### config.mk
export PLATFORM = sky130hd
export DESIGN_NAME = data_mem_arbiter
export DESIGN_NICKNAME = d
export VERILOG_FILES = /design/src/rtl/data_mem_arbiter.sv
export SDC_FILE = /design/constraint.sdc
export NUM_CORES = 1
export LEC_CHECK = 0
export CORE_MARGIN = 2
export CORE_UTILIZATION = 30
export CTS_BUF_LIST = sky130_fd_sc_hd__clkbuf_4 sky130_fd_sc_hd__clkbuf_8
export CTS_CLUSTER_DIAMETER = 40
export DETAILED_ROUTE_END_ITERATION = 16
export DONT_BUFFER_PORTS = 1
export PLACE_DENSITY = 0.43
export SETUP_SLACK_MARGIN = 0.02
export SYNTH_ARGS = -nofsm -noshare
export SYNTH_HDL_FRONTEND = slang
export SYNTH_SLANG_ARGS = --single-unit
### constraint.sdc
create_clock -name clk -period 4.1 [get_ports clk]
set_clock_uncertainty 0.1 [all_clocks]
set_input_delay 0.615 -clock clk [delete_from_list [all_inputs] [get_ports clk]]
set_output_delay 0.615 -clock clk [all_outputs]
set_load 0.005 [all_outputs]
### src/rtl/data_mem_arbiter.sv
// rtl/data_mem_arbiter.sv - round-robin arbiter sharing one single-port data memory between two requesters
module data_mem_arbiter #(
   parameter int DEPTH = 64,
   parameter int AW    = 32
) (
   input  logic          clk,
   input  logic          rst_n,
   input  logic          m0_req,
   input  logic          m0_we,
   input  logic [AW-1:0] m0_addr,
   input  logic [31:0]   m0_wdata,
   output logic          m0_ack,
   output logic          m0_err,
   output logic [31:0]   m0_rdata,
   input  logic          m1_req,
   input  logic          m1_we,
   input  logic [AW-1:0] m1_addr,
   input  logic [31:0]   m1_wdata,
   output logic          m1_ack,
   output logic          m1_err,
   output logic [31:0]   m1_rdata,
   output logic          mem_we,
   output logic          mem_re,
   output logic [AW-1:0] mem_addr,
   output logic [31:0]   mem_wdata,
   input  logic [31:0]   mem_rdata,
   output logic          busy
);

   typedef enum logic [1:0] {IDLE, ACCESS, RESP} state_t;

   state_t        state, next_state;
   logic          last_grant;
   logic          cmd_owner;
   logic          cmd_we;
   logic [AW-1:0] cmd_addr;
   logic [31:0]   cmd_wdata;
   logic          grant_valid;
   logic          grant_sel;
   logic          in_range;
   logic [31:0]   read_value;

   // On a tie the requester that did not win last time is served.
   assign grant_valid = m0_req | m1_req;
   assign grant_sel   = (m0_req && m1_req) ? ~last_grant : m1_req;
   assign in_range    = (cmd_addr < AW'(DEPTH));
   assign read_value  = (in_range && !cmd_we) ? mem_rdata : 32'h0;
   assign mem_addr    = cmd_addr;
   assign mem_wdata   = cmd_wdata;

   always_ff @(posedge clk or negedge rst_n) begin
      if (!rst_n) state <= IDLE;
      else        state <= next_state;
   end

   always_comb begin
      next_state = state;
      unique case (state)
         IDLE:    if (grant_valid) next_state = ACCESS;
         ACCESS:  next_state = RESP;
         RESP:    next_state = IDLE;
         default: next_state = IDLE;
      endcase
   end

   // Strobes are combinational from state so an async reset kills them at once.
   always_comb begin
      mem_we = 1'b0;
      mem_re = 1'b0;
      busy   = (state != IDLE);
      if (state == ACCESS && in_range) begin
         mem_we = cmd_we;
         mem_re = !cmd_we;
      end
   end

   always_ff @(posedge clk or negedge rst_n) begin
      if (!rst_n) begin
         last_grant <= 1'b1;
         cmd_owner  <= 1'b0;
         cmd_we     <= 1'b0;
         cmd_addr   <= '0;
         cmd_wdata  <= '0;
         m0_ack     <= 1'b0;
         m0_err     <= 1'b0;
         m0_rdata   <= '0;
         m1_ack     <= 1'b0;
         m1_err     <= 1'b0;
         m1_rdata   <= '0;
      end else begin
         unique case (state)
            IDLE: begin
               if (grant_valid) begin
                  last_grant <= grant_sel;
                  cmd_owner  <= grant_sel;
                  cmd_we     <= grant_sel ? m1_we    : m0_we;
                  cmd_addr   <= grant_sel ? m1_addr  : m0_addr;
                  cmd_wdata  <= grant_sel ? m1_wdata : m0_wdata;
               end
            end
            ACCESS: begin
               if (cmd_owner) begin
                  m1_ack   <= 1'b1;
                  m1_err   <= !in_range;
                  m1_rdata <= read_value;
               end else begin
                  m0_ack   <= 1'b1;
                  m0_err   <= !in_range;
                  m0_rdata <= read_value;
               end
            end
            RESP: begin
               m0_ack <= 1'b0;
               m0_err <= 1'b0;
               m1_ack <= 1'b0;
               m1_err <= 1'b0;
            end
            default: ;
         endcase
      end
   end

endmodule

==> results.sh, run 1 <==
export IMPL_wirelength_mm=16.64
export IMPL_peakVddDrop_mv=0.4850
export IMPL_avgViaCountPerCell=4.873
export IMPL_tritoncts="yes"
export IMPL_seq_area_frac_synth=0.5615
export IMPL_grt_max_degree=138
export IMPL_drtIter0Drc=158
export IMPL_hold_path_class="in2async"
export IMPL_cp_top_family="simple AND/OR/NAND/NOR gates"
export IMPL_route_detailed_drc=0
export IMPL_switchingPower_mw=1.836
export IMPL_slew_headroom=0.3485
export IMPL_drive_gt1_frac=0.1603
export IMPL_nets=758
export IMPL_fmax_ghz=0.3594
export IMPL_die_h_um=146.7
export IMPL_gr_usage_met1=0.1852
export IMPL_areaGrowthSynthToFinish_pct=10.08
export IMPL_swShare=0.3879
export IMPL_root_buffer="clkbuf_8"
export IMPL_pwr_share_seq=0.484
export IMPL_cts_hold_buffers_added=1
export IMPL_finalCritPeriodShare=0.6786
export IMPL_num_io_pins=301
export IMPL_grt_busiest_layer="met2"
export IMPL_path_clk_slew_ns=0.09
export IMPL_die_area_mm2=0.02152
export IMPL_postRouteAntennaNets=0
export IMPL_avgSynthCellArea_um2=10.11
export IMPL_critical_path_arrival_ns=2.07
export IMPL_cts_sinks=137
export IMPL_cts_resized=0
export IMPL_hold_viol_final=0
export IMPL_use_met2=0.2502
export IMPL_postCtsSetupBuffers=0
export IMPL_slew_viol_final=0
export IMPL_p_leak_nw=2.812
export IMPL_placed_area_mm2=0.006279
export IMPL_final_cell_area_mm2=0.006724
export IMPL_critPathMaxStageDelay_ns=0.43
export IMPL_drt_wirelength_per_cell_um=19.02
export IMPL_synthDistinctLibCells=23
export IMPL_power_total_mw=4.732
export IMPL_cp_max_fo=3
export IMPL_clkLatencyLatePin_ns=0.44
export IMPL_yosysWarnings=0
export IMPL_pwr_share_comb=0.266
export IMPL_place_congestion=0.7636
export IMPL_grt_usage=0.1534
export IMPL_placement_io_buffers=0
export IMPL_p_clk_frac=0.250
export IMPL_place_hpwl_mm=11.60
export IMPL_grt_pass1_vias=4245
export IMPL_rsz0062_at_grt="false"
export IMPL_p_int_mw=2.896
export IMPL_cts_inserted_buffers=17
export IMPL_setup_ws_ns=1.318
export IMPL_die_w_um=146.7
export IMPL_cp_cell_sequence="nor4_1 > nand4_1 > or3_4 > nor2_1"
export IMPL_setup_viol=0
export IMPL_rows=52
export IMPL_endpoint_kind="primary output"
export IMPL_htree_num_levels=4
export IMPL_drt_pre_antenna_iters=4
export IMPL_synth_area_mm2=0.006108
export IMPL_fin_crit_ns=2.782
export IMPL_layout_commonest_cell="dfrtp_1"
export IMPL_worst_setup_path_start_kind="flop"
export IMPL_outcome="completed"
export IMPL_diodes=0
export IMPL_use_met3=0.06273
export IMPL_r2r_slack_ns=1.70
export IMPL_cp_required_ns=3.38
export IMPL_antenna_found_initial=0
export IMPL_grt_pass1_wl_mm=25.14
export IMPL_clock_path_buffers=2
export IMPL_tightest_slew_ns=0.9773
export IMPL_maxCapViolCount=0
export IMPL_cp_slowest_cell="dfrtp_1"
export IMPL_crit_buf_inv=0
export IMPL_layout_common_cells="dfrtp_1 (136), nand2_1 (133), nor2_1 (69), a21oi_1 (69), mux2i_1 (65)"
export IMPL_synth_seq_cells=137
export IMPL_grt_overflow=0
export IMPL_postSynthCellCount=604
export IMPL_tns_ns=0
export IMPL_syn_nets=770
export IMPL_start_util=0.3038
export IMPL_core_area_mm2=0.02010
export IMPL_p_per_area_mw_per_mm2=703.8
export IMPL_worst_hold_slack_ns=0.06258
export IMPL_num_vias=4264
export IMPL_place_ws_ns=1.676
export IMPL_setup_worst_path_class="reg2out"
==> synth_stat cells <==
cell | number | area share
and3_1 | 1 | 0.0010
nand3_1 | 2 | 0.0016
nand2_1 | 133 | 0.082
buf_6 | 1 | 0.0018
inv_1 | 3 | 0.0018
or3_4 | 1 | 0.0018
mux2i_1 | 65 | 0.11
o21ai_2 | 49 | 0.070
nand4_1 | 1 | 0.0010
dfstp_2 | 1 | 0.0043
a21boi_1 | 1 | 0.0012
a21oi_1 | 69 | 0.057
o21a_1 | 1 | 0.0012
dfrtp_1 | 136 | 0.56
nand2b_1 | 2 | 0.0020
buf_4 | 3 | 0.0037
buf_12 | 5 | 0.016
nor4_1 | 6 | 0.0061
o21ai_0 | 20 | 0.016
a31oi_1 | 1 | 0.0010
nor2_1 | 71 | 0.044
buf_2 | 14 | 0.011
clkbuf_1 | 18 | 0.011
==> layout make-up <==
| class | count | area (um^2) |
|---|---|---|
| inverter | 3 | 11.26 |
| fill | 2066 | 13380 |
| multi-input combinational | 423 | 2420 |
| sequential | 137 | 3430 |
| clock inverter | 12 | 148.9 |
| tap | 270 | 337.8 |
| clock buffer | 20 | 269.0 |
| timing repair buffer | 10 | 107.6 |
==> stage by stage <==
| stage | cells | utilization |
|---|---|---|
| 2_1_floorplan | 604 | - |
| 3_3_place_gp | 842 | 0.3123 |
| 3_5_place_dp | 842 | 0.3123 |
| 4_1_cts | 875 | 0.3345 |
| 5_1_grt | 875 | 0.3345 |
| 6_report | 875 | 0.3345 |
==> power groups by stage <==
stage / logic (mW) / registers [mW] / clock network [mW]
2_1_floorplan: 1.01 / 2.14 / 0
3_3_place_gp: 1.20 / 2.34 / 0
3_5_place_dp: 1.25 / 2.34 / 0
4_1_cts: 1.28 / 2.31 / 1.23
5_1_grt: 1.44 / 2.35 / 1.30
6_report: 1.26 / 2.29 / 1.18
==> state kept, by name (all words and copies together), names as in the netlist, 2 cells and up <==
| name | cells |
|---|---|
| m0_rdata | 32 |
| mem_wdata | 32 |
| state | 2 |
| mem_addr | 32 |
| m1_rdata | 32 |
==> worst register-to-register path, delay by kind of cell (launching register included) <==
kind,cells,cell delay (ns)
and+or+nand+nor,3,1.00
DFF,1,0.43
buffers and inverters,1,0.39
AOI/OAI and AO/OA,1,0.38
==> per-layer routing <==
metal | share of wire | wire length (um)
met1 | 0.40 | 6720
met2 | 0.49 | 8072
met3 | 0.093 | 1551
met4 | 0.018 | 299
met5 | 0 | 0
==> path summary, 6_finish.rpt <==
path	from	to	depth (start not counted)
max in group asynchronous	rst_n	mem_wdata[13]	1
worst max register to register	mem_addr[30]	m0_rdata[0]	5
min in group clk	m0_req	last_grant	1
worst max-delay path	mem_addr[30]	mem_re	4
worst min-delay path	rst_n	m1_err	1
worst min register to register	m0_rdata[6]	m0_rdata[6]	2
==> cells by family after synthesis <==
logic type | synth area share
mux | 0.1065
buf+inv | 0.04629
simple gates | 0.1391
flops | 0.5615
compound gates | 0.1467
(Power assumes the default switching activity.)
==> run 2: changes to the inputs <==
Clock period 4.1 ns to 2.65 ns, I/O delays scaled along.
==> run 2 against run 1 <==
Net effect:
- critical path type unchanged
- the flow now finishes with violations (negative hold slack)
- sequential cell count unchanged
- worst setup slack got worse by 1.1 ns
- sequential share of layout area shrank 2.5 points
==> results.sh, run 2 (synthesis results as in run 1) <==
export IMPL_fill_cells=2042
export IMPL_avgViaCountPerCell=4.838
export IMPL_drt_wirelength_per_cell_um=18.64
export IMPL_crit_buf_inv=0
export IMPL_tightest_slew_ns=0.4336
export IMPL_cp_cell_sequence="nor4_4 > nand4_1 > or3_4 > nor2_2"
export IMPL_p_clk_frac=0.245
export IMPL_slew_headroom=0.7109
export IMPL_place_hpwl_mm=11.73
export IMPL_die_w_um=146.7
export IMPL_wirelength_mm=16.91
export IMPL_fmax_ghz=0.4076
export IMPL_setup_worst_path_class="reg2out"
export IMPL_grt_overflow=0
export IMPL_cts_inserted_buffers=17
export IMPL_pwr_share_comb=0.272
export IMPL_cp_max_fo=3
export IMPL_die_h_um=146.7
export IMPL_dp_cells=843
export IMPL_nets=792
export IMPL_clock_path_buffers=2
export IMPL_rsz0062_at_grt="false"
export IMPL_antenna_found_initial=0
export IMPL_cts_sinks=137
export IMPL_grt_max_degree=138
export IMPL_finalCritPeriodShare=0.9257
export IMPL_violations="negative hold slack"
export IMPL_core_area_mm2=0.02010
export IMPL_die_area_mm2=0.02152
export IMPL_rows=52
export IMPL_areaGrowthSynthToFinish_pct=15.79
export IMPL_top_layer_used="met4"
export IMPL_grt_pass1_vias=4578
export IMPL_cts_hold_buffers_added=34
export IMPL_worst_setup_path_start_kind="flop"
export IMPL_tritoncts="yes"
export IMPL_num_vias=4388
export IMPL_root_buffer="clkbuf_8"
export IMPL_hold_path_class="in2async"
export IMPL_diodes=0
export IMPL_tns_ns=0
export IMPL_met3_length_mm=1.329
export IMPL_layout_commonest_cell="dfrtp_1"
export IMPL_cp_slowest_cell="dfrtp_1"
export IMPL_critPathMaxStageDelay_ns=0.45
export IMPL_endpoint_kind="primary output"
export IMPL_cp_top_family="simple AND/OR/NAND/NOR gates"
export IMPL_clkLatencyLatePin_ns=0.43
export IMPL_swShare=0.3879
export IMPL_worst_hold_slack_ns=-0.4483
export IMPL_critical_path_arrival_ns=1.96
export IMPL_hold_viol_final=137
export IMPL_met1_length_mm=6.856
export IMPL_drtIter0Drc=170
export IMPL_path_clk_slew_ns=0.08
export IMPL_p_int_mw=4.501
export IMPL_outcome="finished with violations"
export IMPL_pwr_share_seq=0.483
export IMPL_setup_viol=0
export IMPL_route_met2_wl_mm=8.566
export IMPL_placement_io_buffers=0
export IMPL_start_util=0.3038
export IMPL_p_leak_nw=2.941
export IMPL_cp_required_ns=2.15
export IMPL_htree_num_levels=4
export IMPL_layout_cells_non_filler=907
export IMPL_drt_pre_antenna_iters=4
export IMPL_layout_common_cells="dfrtp_1 (136), nand2_1 (133), a21oi_1 (69)"
export IMPL_maxCapViolCount=0
export IMPL_postCtsSetupBuffers=0
export IMPL_num_io_pins=301
export IMPL_peakVddDrop_mv=0.4308
export IMPL_power_total_mw=7.353
export IMPL_fin_crit_ns=2.453
export IMPL_postRouteAntennaNets=0
export IMPL_grt_usage=0.1575
export IMPL_slew_viol_final=0
export IMPL_route_detailed_drc=0
export IMPL_place_congestion=0.7746
export IMPL_p_per_area_mw_per_mm2=1040
export IMPL_drive_gt1_frac=0.1538
export IMPL_grt_pass1_wl_mm=26.01
export IMPL_switchingPower_mw=2.852
-- run 2: changes by cell type in the layout (fill, tap and decap cells not counted), sizes merged --
cell	change
clkbuf	-2
clkinv	-3
clkinvlp	+2
dlygate4sd3	+34
inv	+1
-- run 2: worst paths after layout --
check	startpoint	to	slack, ns	depth (start not counted)
max in group asynchronous	rst_n	state[0]	2.56	0
max reg2reg	mem_addr[30]	m0_rdata[5]	0.55	5
max	mem_addr[30]	mem_re	0.20	4
min reg2reg	m1_rdata[8]	m1_rdata[8]	0.41	2
min in group clk	m0_addr[20]	mem_addr[20]	0.07	2
min	rst_n	m1_rdata[17]	-0.45	0
-- run 2: power by group through the flow --
| stage | logic, mW | clock network, mW | registers, mW |
|---|---|---|---|
| 6_report | 2.00 | 1.80 | 3.55 |
| 3_5_place_dp | 1.97 | 0 | 3.61 |
| 2_1_floorplan | 1.56 | 0 | 3.31 |
| 3_3_place_gp | 1.89 | 0 | 3.60 |
| 4_1_cts | 2.03 | 1.86 | 3.58 |
| 5_1_grt | 2.29 | 1.95 | 3.65 |
-- run 2: repair_timing --
item,in CTS,in global routing
endpoints found under the hold margin,202,137
endpoints found under the setup margin,1,1
resized for setup,1,3
-- run 2: cell type report --
cell class | instances | area (um^2) | area share
Clock inverter | 12 | 150.1 | 0.02123
Tap cell | 270 | 337.8 | 0.04776
Multi-Input combinational cell | 423 | 2444 | 0.3455
Timing Repair Buffer | 44 | 452.9 | 0.06404
Inverter | 3 | 11.26 | 0.001592
Clock buffer | 18 | 247.7 | 0.03503
Sequential cell | 137 | 3430 | 0.4849
-- run 2: layer usage --
metal	GRT usage	vias to the layer above
met5	0	-
met4	0.04272	0
met3	0.05062	8
met2	0.2768	204
met1	0.1855	2095
li1	-	2081
-- run 2: through the flow --
step	util	instance area, um^2	setup slack, ns	hold slack [ns]
after floorplan	-	6108	0.5862	0.001909
after global placement	0.3139	6311	0.4214	0.004937
after detailed placement	0.3139	6311	0.3866	0.005275
after CTS	0.3509	7056	0.02393	-0.4931
after global routing	0.3518	7073	0.06806	-0.5095
final	0.3518	7073	0.1968	-0.4483
==> run 3: changes to the inputs <==
Settings changed: CORE_AREA set to 2 2 115 117, CORE_MARGIN 2 to not set, CORE_UTILIZATION 30 to not set, DIE_AREA set to 0 0 117 119, PLACE_DENSITY 0.43 to 0.62.
==> run 3 against run 2 <==
Net effect:
- the run still ends with negative hold slack left
- non-clock buffer count grew 4
- combinational power is essentially flat
- sequential share of layout area is 0.49 points higher
- first-iteration DRC count increased by 31%
- maximum frequency decreased by 3.1%
- power is 1.0% lower
- worst hold slack gained 0.0033 ns
==> results.sh, run 3 (synthesis results as in run 1) <==
export IMPL_place_hpwl_mm=10.73
export IMPL_grt_pass1_wl_mm=23.41
export IMPL_core_area_mm2=0.01287
export IMPL_htree_num_levels=4
export IMPL_root_buffer="clkbuf_8"
export IMPL_tightest_slew_ns=0.5281
export IMPL_cts_hold_buffers_added=34
export IMPL_clkLatencyLatePin_ns=0.44
export IMPL_layout_commonest_cell="dfrtp_1"
export IMPL_finalCritPeriodShare=0.9553
export IMPL_swShare=0.3797
export IMPL_p_per_area_mw_per_mm2=1040
export IMPL_switchingPower_mw=2.764
export IMPL_worst_setup_path_start_kind="flop"
export IMPL_postRouteAntennaNets=0
export IMPL_cp_required_ns=2.15
export IMPL_areaGrowthSynthToFinish_pct=14.65
export IMPL_tritoncts="yes"
export IMPL_cts_sinks=137
export IMPL_die_area_mm2=0.01392
export IMPL_r2r_cells=6
export IMPL_layout_common_cells="dfrtp_1 (136), nand2_1 (133), a21oi_1 (69)"
export IMPL_setup_viol=0
export IMPL_num_io_pins=301
export IMPL_endpoint_kind="primary output"
export IMPL_p_clk_frac=0.241
export IMPL_pwr_share_seq=0.488
export IMPL_cts_inserted_buffers=17
export IMPL_fmax_ghz=0.3950
export IMPL_worst_hold_slack_ns=-0.4450
export IMPL_slew_viol_final=0
export IMPL_setup_ws_ns=0.1184
export IMPL_outcome="finished with violations"
export IMPL_nets=796
export IMPL_drt_wirelength_per_cell_um=18.86
export IMPL_wirelength_mm=15.43
export IMPL_p_int_mw=4.515
export IMPL_grt_usage=0.2220
export IMPL_avgViaCountPerCell=5.458
export IMPL_fin_crit_ns=2.532
export IMPL_die_w_um=117
export IMPL_place_congestion=0.8108
export IMPL_power_total_mw=7.280
export IMPL_route_detailed_drc=0
export IMPL_pwr_share_comb=0.271
export IMPL_hold_path_class="in2async"
export IMPL_cp_slowest_cell="or3_4"
export IMPL_grt_overflow=0
export IMPL_slew_headroom=0.6476
export IMPL_drtIter0Drc=223
export IMPL_place_ws_ns=0.4636
export IMPL_maxCapViolCount=0
export IMPL_drt_pre_antenna_iters=5
export IMPL_rows=42
export IMPL_num_vias=4465
export IMPL_clock_path_buffers=2
export IMPL_cp_max_fo=13
export IMPL_final_cell_area_mm2=0.007003
export IMPL_antenna_found_initial=0
export IMPL_p_leak_nw=2.961
export IMPL_critPathMaxStageDelay_ns=0.47
export IMPL_path_clk_slew_ns=0.08
export IMPL_drive_gt1_frac=0.1620
export IMPL_start_util=0.4744
export IMPL_grt_max_degree=138
export IMPL_die_h_um=119
export IMPL_critical_path_arrival_ns=2.03
export IMPL_cp_cell_sequence="nor4_2 > nand4_1 > or3_4 > nor2_2"
export IMPL_violations="negative hold slack"
export IMPL_placed_area_mm2=0.006198
export IMPL_tns_ns=0
export IMPL_peakVddDrop_mv=0.5049
export IMPL_hold_viol_final=137
export IMPL_diodes=0
export IMPL_setup_worst_path_class="reg2out"
export IMPL_placement_io_buffers=0
export IMPL_grt_pass1_vias=4511
## run 3: power groups by stage
stage	Sequential (mW)	Clock (mW)	Combinational, mW
finish	3.55	1.76	1.97
global placement	3.57	0	1.84
detailed placement	3.58	0	1.93
global route	3.64	1.91	2.24
CTS	3.55	1.81	1.99
floorplan	3.31	0	1.56
## run 3: worst paths after layout
kind,slack [ns],from,endpoint
worst max register to register,0.43,mem_addr[30],m1_rdata[25]
worst min register to register,0.41,m0_rdata[8],m0_rdata[8]
min in group clk,0.08,m0_wdata[12],mem_wdata[12]
worst max-delay path,0.12,mem_addr[30],mem_re
max in group asynchronous,2.55,rst_n,last_grant
worst min-delay path,-0.44,rst_n,m0_rdata[10]
## run 3: area by class of cell
| type | instances | area [um^2] |
|---|---|---|
| Clock buffer | 19 | 255.2 |
| Clock inverter | 12 | 150.1 |
| Fill cell | 1146 | 5872 |
| Inverter | 3 | 11.26 |
| Multi-Input combinational cell | 423 | 2441 |
| Sequential cell | 137 | 3430 |
| Tap cell | 176 | 220.2 |
| Timing Repair Buffer | 48 | 495.5 |
## run 3: critical path, delay by kind of cell, from the launching register on
family / cells / cell delay (ns)
DFF: 1 / 0.44
and+or+nand+nor: 4 / 1.15
## run 3: through the flow
step / util / cells
5_1_grt: 0.5439 / 818
4_1_cts: 0.5396 / 813
2_1_floorplan: - / 604
3_3_place_gp: 0.4814 / 748
3_5_place_dp: 0.4814 / 748
6_report: 0.5439 / 818
## run 3: repair_timing
action / 4_1_cts / 5_1_grt
pin swaps: 1 / 1
endpoints found under the hold margin: 202 / 137
setup endpoints to repair: 1 / 1
resized for setup: 1 / 3
setup buffers: 0 / 5
## run 3: per-layer routing
| layer | vias up | GRT usage | part of all wire |
|---|---|---|---|
| met1 | 2144 | 0.2533 | 0.37 |
| met5 | - | 0 | 0 |
| met2 | 212 | 0.3761 | 0.52 |
| li1 | 2089 | - | - |
| met3 | 20 | 0.07634 | 0.087 |
| met4 | 0 | 0.09191 | 0.019 |
